File: src/rtl/alu_sequencer.sv
// Four-phase instruction sequencer (IDLE/DECODE/EXEC/WB) that steers an external
// ALU and issues one register-file or memory write per accepted instruction.
module alu_sequencer #(
  parameter int WIDTH   = 8,
  parameter int IWIDTH  = 8,
  parameter int SOURCES = 4,
  localparam int SW     = (SOURCES > 1) ? $clog2(SOURCES) : 1,
  localparam int IW     = IWIDTH + 2 * SW + 4 + WIDTH
) (
  input  logic              clk,
  input  logic              rst_n,
  input  logic              instr_valid,
  input  logic [IW-1:0]     instr,
  output logic              instr_ready,
  output logic [IWIDTH-1:0] op_code,
  output logic [SW-1:0]     source1_choice,
  output logic [SW-1:0]     source2_choice,
  output logic [WIDTH-1:0]  imm_a,
  output logic [WIDTH-1:0]  imm_b,
  output logic              alu_c_in,
  output logic              alu_b_in,
  input  logic [WIDTH-1:0]  alu_out,
  input  logic              alu_c_out,
  input  logic              alu_b_out,
  input  logic              alu_flag_valid,
  output logic              rf_we,
  output logic              mem_we,
  output logic [3:0]        wr_addr,
  output logic [WIDTH-1:0]  wr_data,
  output logic              done,
  output logic              illegal
);

  localparam logic [1:0] IDLE   = 2'd0;
  localparam logic [1:0] DECODE = 2'd1;
  localparam logic [1:0] EXEC   = 2'd2;
  localparam logic [1:0] WB     = 2'd3;

  localparam logic [IWIDTH-1:0] OP_CARRY  = IWIDTH'(8'h07);
  localparam logic [IWIDTH-1:0] OP_BORROW = IWIDTH'(8'h08);
  localparam logic [IWIDTH-1:0] OP_RF_MAX = IWIDTH'(8'h11);
  localparam logic [IWIDTH-1:0] OP_RF_X0  = IWIDTH'(8'h1F);
  localparam logic [IWIDTH-1:0] OP_RF_X1  = IWIDTH'(8'h20);
  localparam logic [IWIDTH-1:0] OP_MEM_LO = IWIDTH'(8'h1B);
  localparam logic [IWIDTH-1:0] OP_MEM_HI = IWIDTH'(8'h1E);

  logic [1:0]        state_r;
  logic [3:0]        dst_r;
  logic [IWIDTH-1:0] f_op_s;
  logic [SW-1:0]     f_src1_s;
  logic [SW-1:0]     f_src2_s;
  logic [3:0]        f_dst_s;
  logic [WIDTH-1:0]  f_imm_s;

  function automatic logic is_rf_op(input logic [IWIDTH-1:0] op);
    return (op <= OP_RF_MAX) || (op == OP_RF_X0) || (op == OP_RF_X1);
  endfunction

  function automatic logic is_mem_op(input logic [IWIDTH-1:0] op);
    return (op >= OP_MEM_LO) && (op <= OP_MEM_HI);
  endfunction

  assign f_op_s   = instr[IW-1 -: IWIDTH];
  assign f_src1_s = instr[2*SW+4+WIDTH-1 -: SW];
  assign f_src2_s = instr[SW+4+WIDTH-1 -: SW];
  assign f_dst_s  = instr[4+WIDTH-1 -: 4];
  assign f_imm_s  = instr[WIDTH-1:0];

  assign instr_ready = (state_r == IDLE);

  // Sequencer state, latched instruction fields, flags and write-back strobes
  always_ff @(posedge clk or negedge rst_n) begin
    if (!rst_n) begin
      state_r        <= IDLE;
      dst_r          <= 4'd0;
      op_code        <= '0;
      source1_choice <= '0;
      source2_choice <= '0;
      imm_a          <= '0;
      imm_b          <= '0;
      alu_c_in       <= 1'b0;
      alu_b_in       <= 1'b0;
      wr_addr        <= 4'd0;
      wr_data        <= '0;
      rf_we          <= 1'b0;
      mem_we         <= 1'b0;
      done           <= 1'b0;
      illegal        <= 1'b0;
    end else begin
      rf_we  <= 1'b0;
      mem_we <= 1'b0;
      done   <= 1'b0;
      case (state_r)
        IDLE: begin
          if (instr_valid) begin
            op_code        <= f_op_s;
            source1_choice <= f_src1_s;
            source2_choice <= f_src2_s;
            imm_a          <= f_imm_s;
            imm_b          <= f_imm_s;
            dst_r          <= f_dst_s;
            state_r        <= DECODE;
          end
        end
        DECODE: state_r <= EXEC;
        EXEC: begin
          wr_data <= alu_out;
          wr_addr <= dst_r;
          if (alu_flag_valid && (op_code == OP_CARRY)) alu_c_in <= alu_c_out;
          if (alu_flag_valid && (op_code == OP_BORROW)) alu_b_in <= alu_b_out;
          // Strobes are registered here so they are high for exactly the WB cycle
          rf_we  <= is_rf_op(op_code);
          mem_we <= is_mem_op(op_code);
          done   <= 1'b1;
          if (!is_rf_op(op_code) && !is_mem_op(op_code)) illegal <= 1'b1;
          state_r <= WB;
        end
        WB:      state_r <= IDLE;
        default: state_r <= IDLE;
      endcase
    end
  end

endmodule

File: config.mk
export PLATFORM = sky130hd
export DESIGN_NAME = alu_sequencer
export DESIGN_NICKNAME = d
export VERILOG_FILES = /design/src/rtl/alu_sequencer.sv
export SDC_FILE = /design/constraint.sdc
export NUM_CORES = 1
export LEC_CHECK = 0
export ABC_AREA = 0
export BUFFER_PORTS_ARGS = -buffer_cell sky130_fd_sc_hd__buf_2
export CAP_MARGIN = 20
export CORE_MARGIN = 2
export CORE_UTILIZATION = 40
export CTS_BUF_LIST = sky130_fd_sc_hd__clkbuf_8 sky130_fd_sc_hd__clkbuf_16
export CTS_CLUSTER_DIAMETER = 100
export DETAILED_ROUTE_END_ITERATION = 6
export PLACE_DENSITY = 0.7
export SKIP_LAST_GASP = 1
export SYNTH_ARGS = -nofsm -noshare
export SYNTH_HDL_FRONTEND = slang
export SYNTH_SLANG_ARGS = --single-unit
File: constraint.sdc
create_clock -name clk -period 1.84 [get_ports clk]
set_input_delay 0.184 -clock clk [delete_from_list [all_inputs] [get_ports clk]]
set_output_delay 0.184 -clock clk [all_outputs]
set_load 0.1 [all_outputs]
## Word level (Yosys, flattened, before mapping)

Cells that the tools add are included.

| word-level totals | value |
|---|---|
| logic and storage cells | 43 |
| register bits after elaboration | 44 |

| operators by class | value |
|---|---|
| eq/ne operators | 8 |
| reductions and logical operators | 13 |
| $lt $le $gt $ge | 3 |
| multiplexer cells | 5 |

Operators with widths:

| cell | count |
|---|---|
| 8-bit by 5-bit <= comparator with 1-bit output, second input constant | 2 |
| 8-bit by 3-bit equality test with 1-bit output, second input constant | 1 |
| 8-bit by 4-bit equality test with 1-bit output, second input constant | 1 |
| 8-bit by 5-bit equality test with 1-bit output, second input constant | 1 |
| 8-bit by 6-bit equality test with 1-bit output, second input constant | 1 |
| 8-bit by 5-bit >= comparator with 1-bit output, second input constant | 1 |
| 2-bit one-hot mux with 4 select lines | 1 |
| 2-bit AND reduction | 4 |
| 2-bit equality test, second input constant | 2 |
| 1-bit logical AND | 4 |
| 1-bit two-way mux | 3 |
| 2-bit by 1-bit equality test with 1-bit output, second input constant | 1 |
| 1-bit zero test | 2 |
| 2-bit zero test | 1 |
| 1-bit logical OR | 2 |
| 2-bit two-way mux | 1 |
| 2-bit != test, second input constant | 1 |

## Depth between registers and ports, before layout

| logic depth | value |
|---|---|
| word-level depth | 6 |
| mapped depth | 6 |
| mapped depth without buffers | 5 |

## Least setup slack after synthesis

OpenSTA, ideal clock, no wires.

| timing | value |
|---|---|
| path kind | reg-to-reg |
| from | register state_r[0] |
| to | register op_code[3] |
| stages on the path, launching flop included | 6 |
| setup slack | -265 ps |
| arrival | 1979 ps |
| path through | dfrtp_1 -> inv_1 -> ha_1 -> nand2_2 -> buf_2 -> mux2_2 |

| on the way | value |
|---|---|
| longest elaborated chain between the ends | 2 |

RTL lines:

| item | line | text |
|---|---|---|
| start, declared | 47 | `logic [1:0] state_r;` |
| start signal, assigned | 74 | `state_r <= IDLE;` |
| start signal, assigned | 102 | `state_r <= DECODE;` |
| start signal, assigned | 105 | `DECODE: state_r <= EXEC;` |
| 2-bit zero test | n/a |  |
| net instr_ready | 14 | `output logic instr_ready,` |
| 2-bit AND reduction (no line) | n/a |  |
| end signal, assigned | 96 | `op_code <= f_op_s;` |
| end, declared | 15 | `output logic [IWIDTH-1:0] op_code,` |

The timed path passes the listed nets, and every way through them passes these cells.
A chain may end at the register's enable or synchronous reset.

## Worst setup path in the final report

| timing | value |
|---|---|
| from | register state_r[0] |
| to | register alu_b_in |

| on the way | value |
|---|---|
| longest elaborated chain between the ends | 2 |

RTL lines:

| item | line | text |
|---|---|---|
| 2-bit equality test | 93 | `case (state_r)` |
| 2-bit AND reduction (no line) | n/a |  |
| end signal, assigned | 110 | `if (alu_flag_valid && (op_code == OP_BORROW)) alu_b_in <= alu_b_out;` |
| end, declared | 21 | `output logic alu_b_in,` |

No other way between the ends.

==> key figures <==
GRT
  • Vias in the first global route: between 1000 and 1500
  • Overflow after GRT: 0
  • Initial antenna violation count: 0
  • Largest net degree at the start of global routing: 25
  • Global-route wire length before repair: between 6000 and 7000 um
  • Total Routing Usage GR: 15.56%

Clock network
  • Cts bufs inserted: 5
  • TritonCTS clock tree: done
  • Clk slew on worst S/H paths: roughly 0.080 ns
  • Post-CTS Setup Inserts: 0
  • Clock Tree Buf Depth: 2
  • CTS resizes: 0
  • CTS root buf: clkbuf_8
  • Clock Sinks: 44
  • Skew-Pair Late Insertion Delay: between 0.2 and 0.3 ns
  • Htree depth: 2

STA
  • RSZ-0062 raised after global routing: false
  • Final Max Slew Viols: 0
  • Clock period minus worst slack: between 1.5 and 2 ns
  • Crit share post-route: roughly 90%
  • Setup skew after layout: ~0.005 ns
  • Final hold vios: 0
  • Fmax achieved: slightly above 600 MHz
  • Tightest Pin Transition: 0.4981 ns
  • Final setup vio count: 0
  • Max_slew headroom: 67.02%
  • Setup TNS: 0 ns

Run status
  • Status: finished clean

Setup path
  • CP Class: reg2reg
  • CP Launch Type: flip-flop
  • Critical Path Fanout Max: 8
  • Critical Path Sink Type: flip-flop
  • Crit path DAT: 1.79 ns
  • Critical Path RT: about 2.0 ns

Routing
  • Via count: approximately 1300
  • Final ANT Viol Nets: 0
  • Post-DR wirelength/cell: approximately 14 um
  • Drt pass-1 iters: 4
  • DR vias/cell: ~4.8
  • Starting DRT DRC Count: 87
  • DRC: 0
  • Final wirelength: about 3600 um

Synth
  • Yosys reg bits: 44
  • Syn nets: 161
  • YS warnings: 0
  • Syn Area/Cell: 14.86 um2
  • Top cells by area, synth: dfrtp_1 61%, mux2_2 23%, buf_4 3.8%
  • Yosys top cell by area: dfrtp_1
  • Share of Yosys cell area claimed by the top area cell type: ~61%
  • Yosys cell types: 26
  • Post-Syn Area: 1798 um2
  • Share of the yosys chip area belonging to registers: 61.24%
  • Cells after Synth: 121

Floorplanning
  • Ports: 85
  • Cell Rows: 24
  • Die height: roughly 71 um
  • Die footprint: 5047 um2
  • Initial Util: about two fifths
  • Core region area: 4354 um2
  • Die width: 71.05 um

Layout
  • Area delta synth->final: 30.48%
  • Nets: around 250
  • N_diodes: 0
  • Fraction of layout instances using a drive strength above 1: 65.05%
  • Most frequent cells in the layout: 84 x buf_2, 44 x dfrtp_1, 37 x mux2_2
  • Commonest non-fill, non-tap cell in the layout: buf_2

Placed design
  • Hpwl dp: approximately 2800 um
  • GPL Wtd Cong: about 0.73
  • Port Buffers: 84

Hold path
  • Hold WC Path Type: in2reg

Flow run
  • Max-cap viol count: 0
through the flow:
| stage | utilization [%] | instance area, um2 | setup slack, ns | hold slack [ns] | cells |
|---|---|---|---|---|---|
| after floorplan | - | 1800 | 0.06543 | -0.1116 | 121 |
| after global placement | 51.58 | 2246 | 0.3197 | 0.09837 | 249 |
| after detailed placement | 51.58 | 2246 | 0.2023 | 0.1022 | 249 |
| after CTS | 53.88 | 2346 | 0.1920 | 0.1048 | 258 |
| after global routing | 53.88 | 2346 | 0.1185 | 0.1105 | 258 |
| final | 53.88 | 2346 | 0.2265 | 0.1115 | 258 |
flip-flops by register name, summed over array words and instances, names as in the netlist, 2 cells and up:
name and cells:
imm_b 8, wr_addr 4, state_r 2, source2_choice 2, source1_choice 2, op_code 8
wr_data 8, dst_r 4
synth_stat cells:
library cell	number
a21boi_0	1
and4_1	1
a21oi_1	1
mux2_1	1
nor3_1	1
nand2_2	1
o22a_1	1
and3b_1	2
o31ai_1	1
buf_4	9
buf_2	3
nand2b_1	1
nand4_1	1
mux2_2	37
ha_1	2
o2111ai_1	1
nor4_1	1
and4b_1	1
inv_1	3
o21ai_0	2
nor3_2	1
dfrtp_1	44
nand3_1	1
nand2_1	2
a41o_1	1
nor2_1	1
routing by layer:
metal  routed length [um]  up-vias  track usage [%]
li1                     -      586                -
met1                 1529      616            19.61
met2                 1871       44            25.44
met3                  184        5            3.846
met4                   57        0            6.918
met5                    0        -                0
path summary, 6_finish.rpt:
check | depth (start not counted) | endpoint | startpoint | slack (ns)
min in group asynchronous | 2 | imm_b[6] | rst_n | 0.32
worst max-delay path | 5 | alu_b_in | state_r[0] | 0.23
worst min-delay path | 2 | alu_b_in | alu_b_out | 0.11
worst min register to register | 1 | illegal | illegal | 0.49
max in group asynchronous | 3 | dst_r[2] | rst_n | 0.98
worst max register to register | 5 | alu_b_in | state_r[0] | 0.23
worst max-delay path, stage by stage, from the launching register on:
cell     delay (ns)
dfrtp_1        0.38
inv_1          0.09
ha_1           0.36
and3b_1        0.23
nand4_1        0.11
mux2_1         0.33
area by class of cell:
cell class | count | area (um2)
fillers | 396 | 2008
flip-flops and latches | 44 | 1101
multi-input cells | 62 | 605.6
repair buffers | 89 | 473.0
clock buffers | 6 | 82.58
well taps | 52 | 65.06
inverters | 3 | 11.26
clock inverters | 2 | 7.507
cell families (layout without fill, tap and decap cells):
family | after synthesis | in the layout | synth area share, %
muxes | 38 | 38 | 23.80
adders and majority gates | 2 | 2 | 1.392
and+or+nand+nor | 14 | 14 | 5.150
AOI/OAI and AO/OA | 8 | 8 | 3.201
buffers and inverters | 15 | 100 | 5.219
DFF | 44 | 44 | 61.24
repair_timing:
action | 4_1_cts | 5_1_grt
setup endpoints to repair | 0 | 0
hold buffers | 1 | 0
endpoints found under the hold margin | 13 | 0
Power is not shown: default switching activity piles up to over one toggle a cycle in this logic, so the estimate is an artifact.
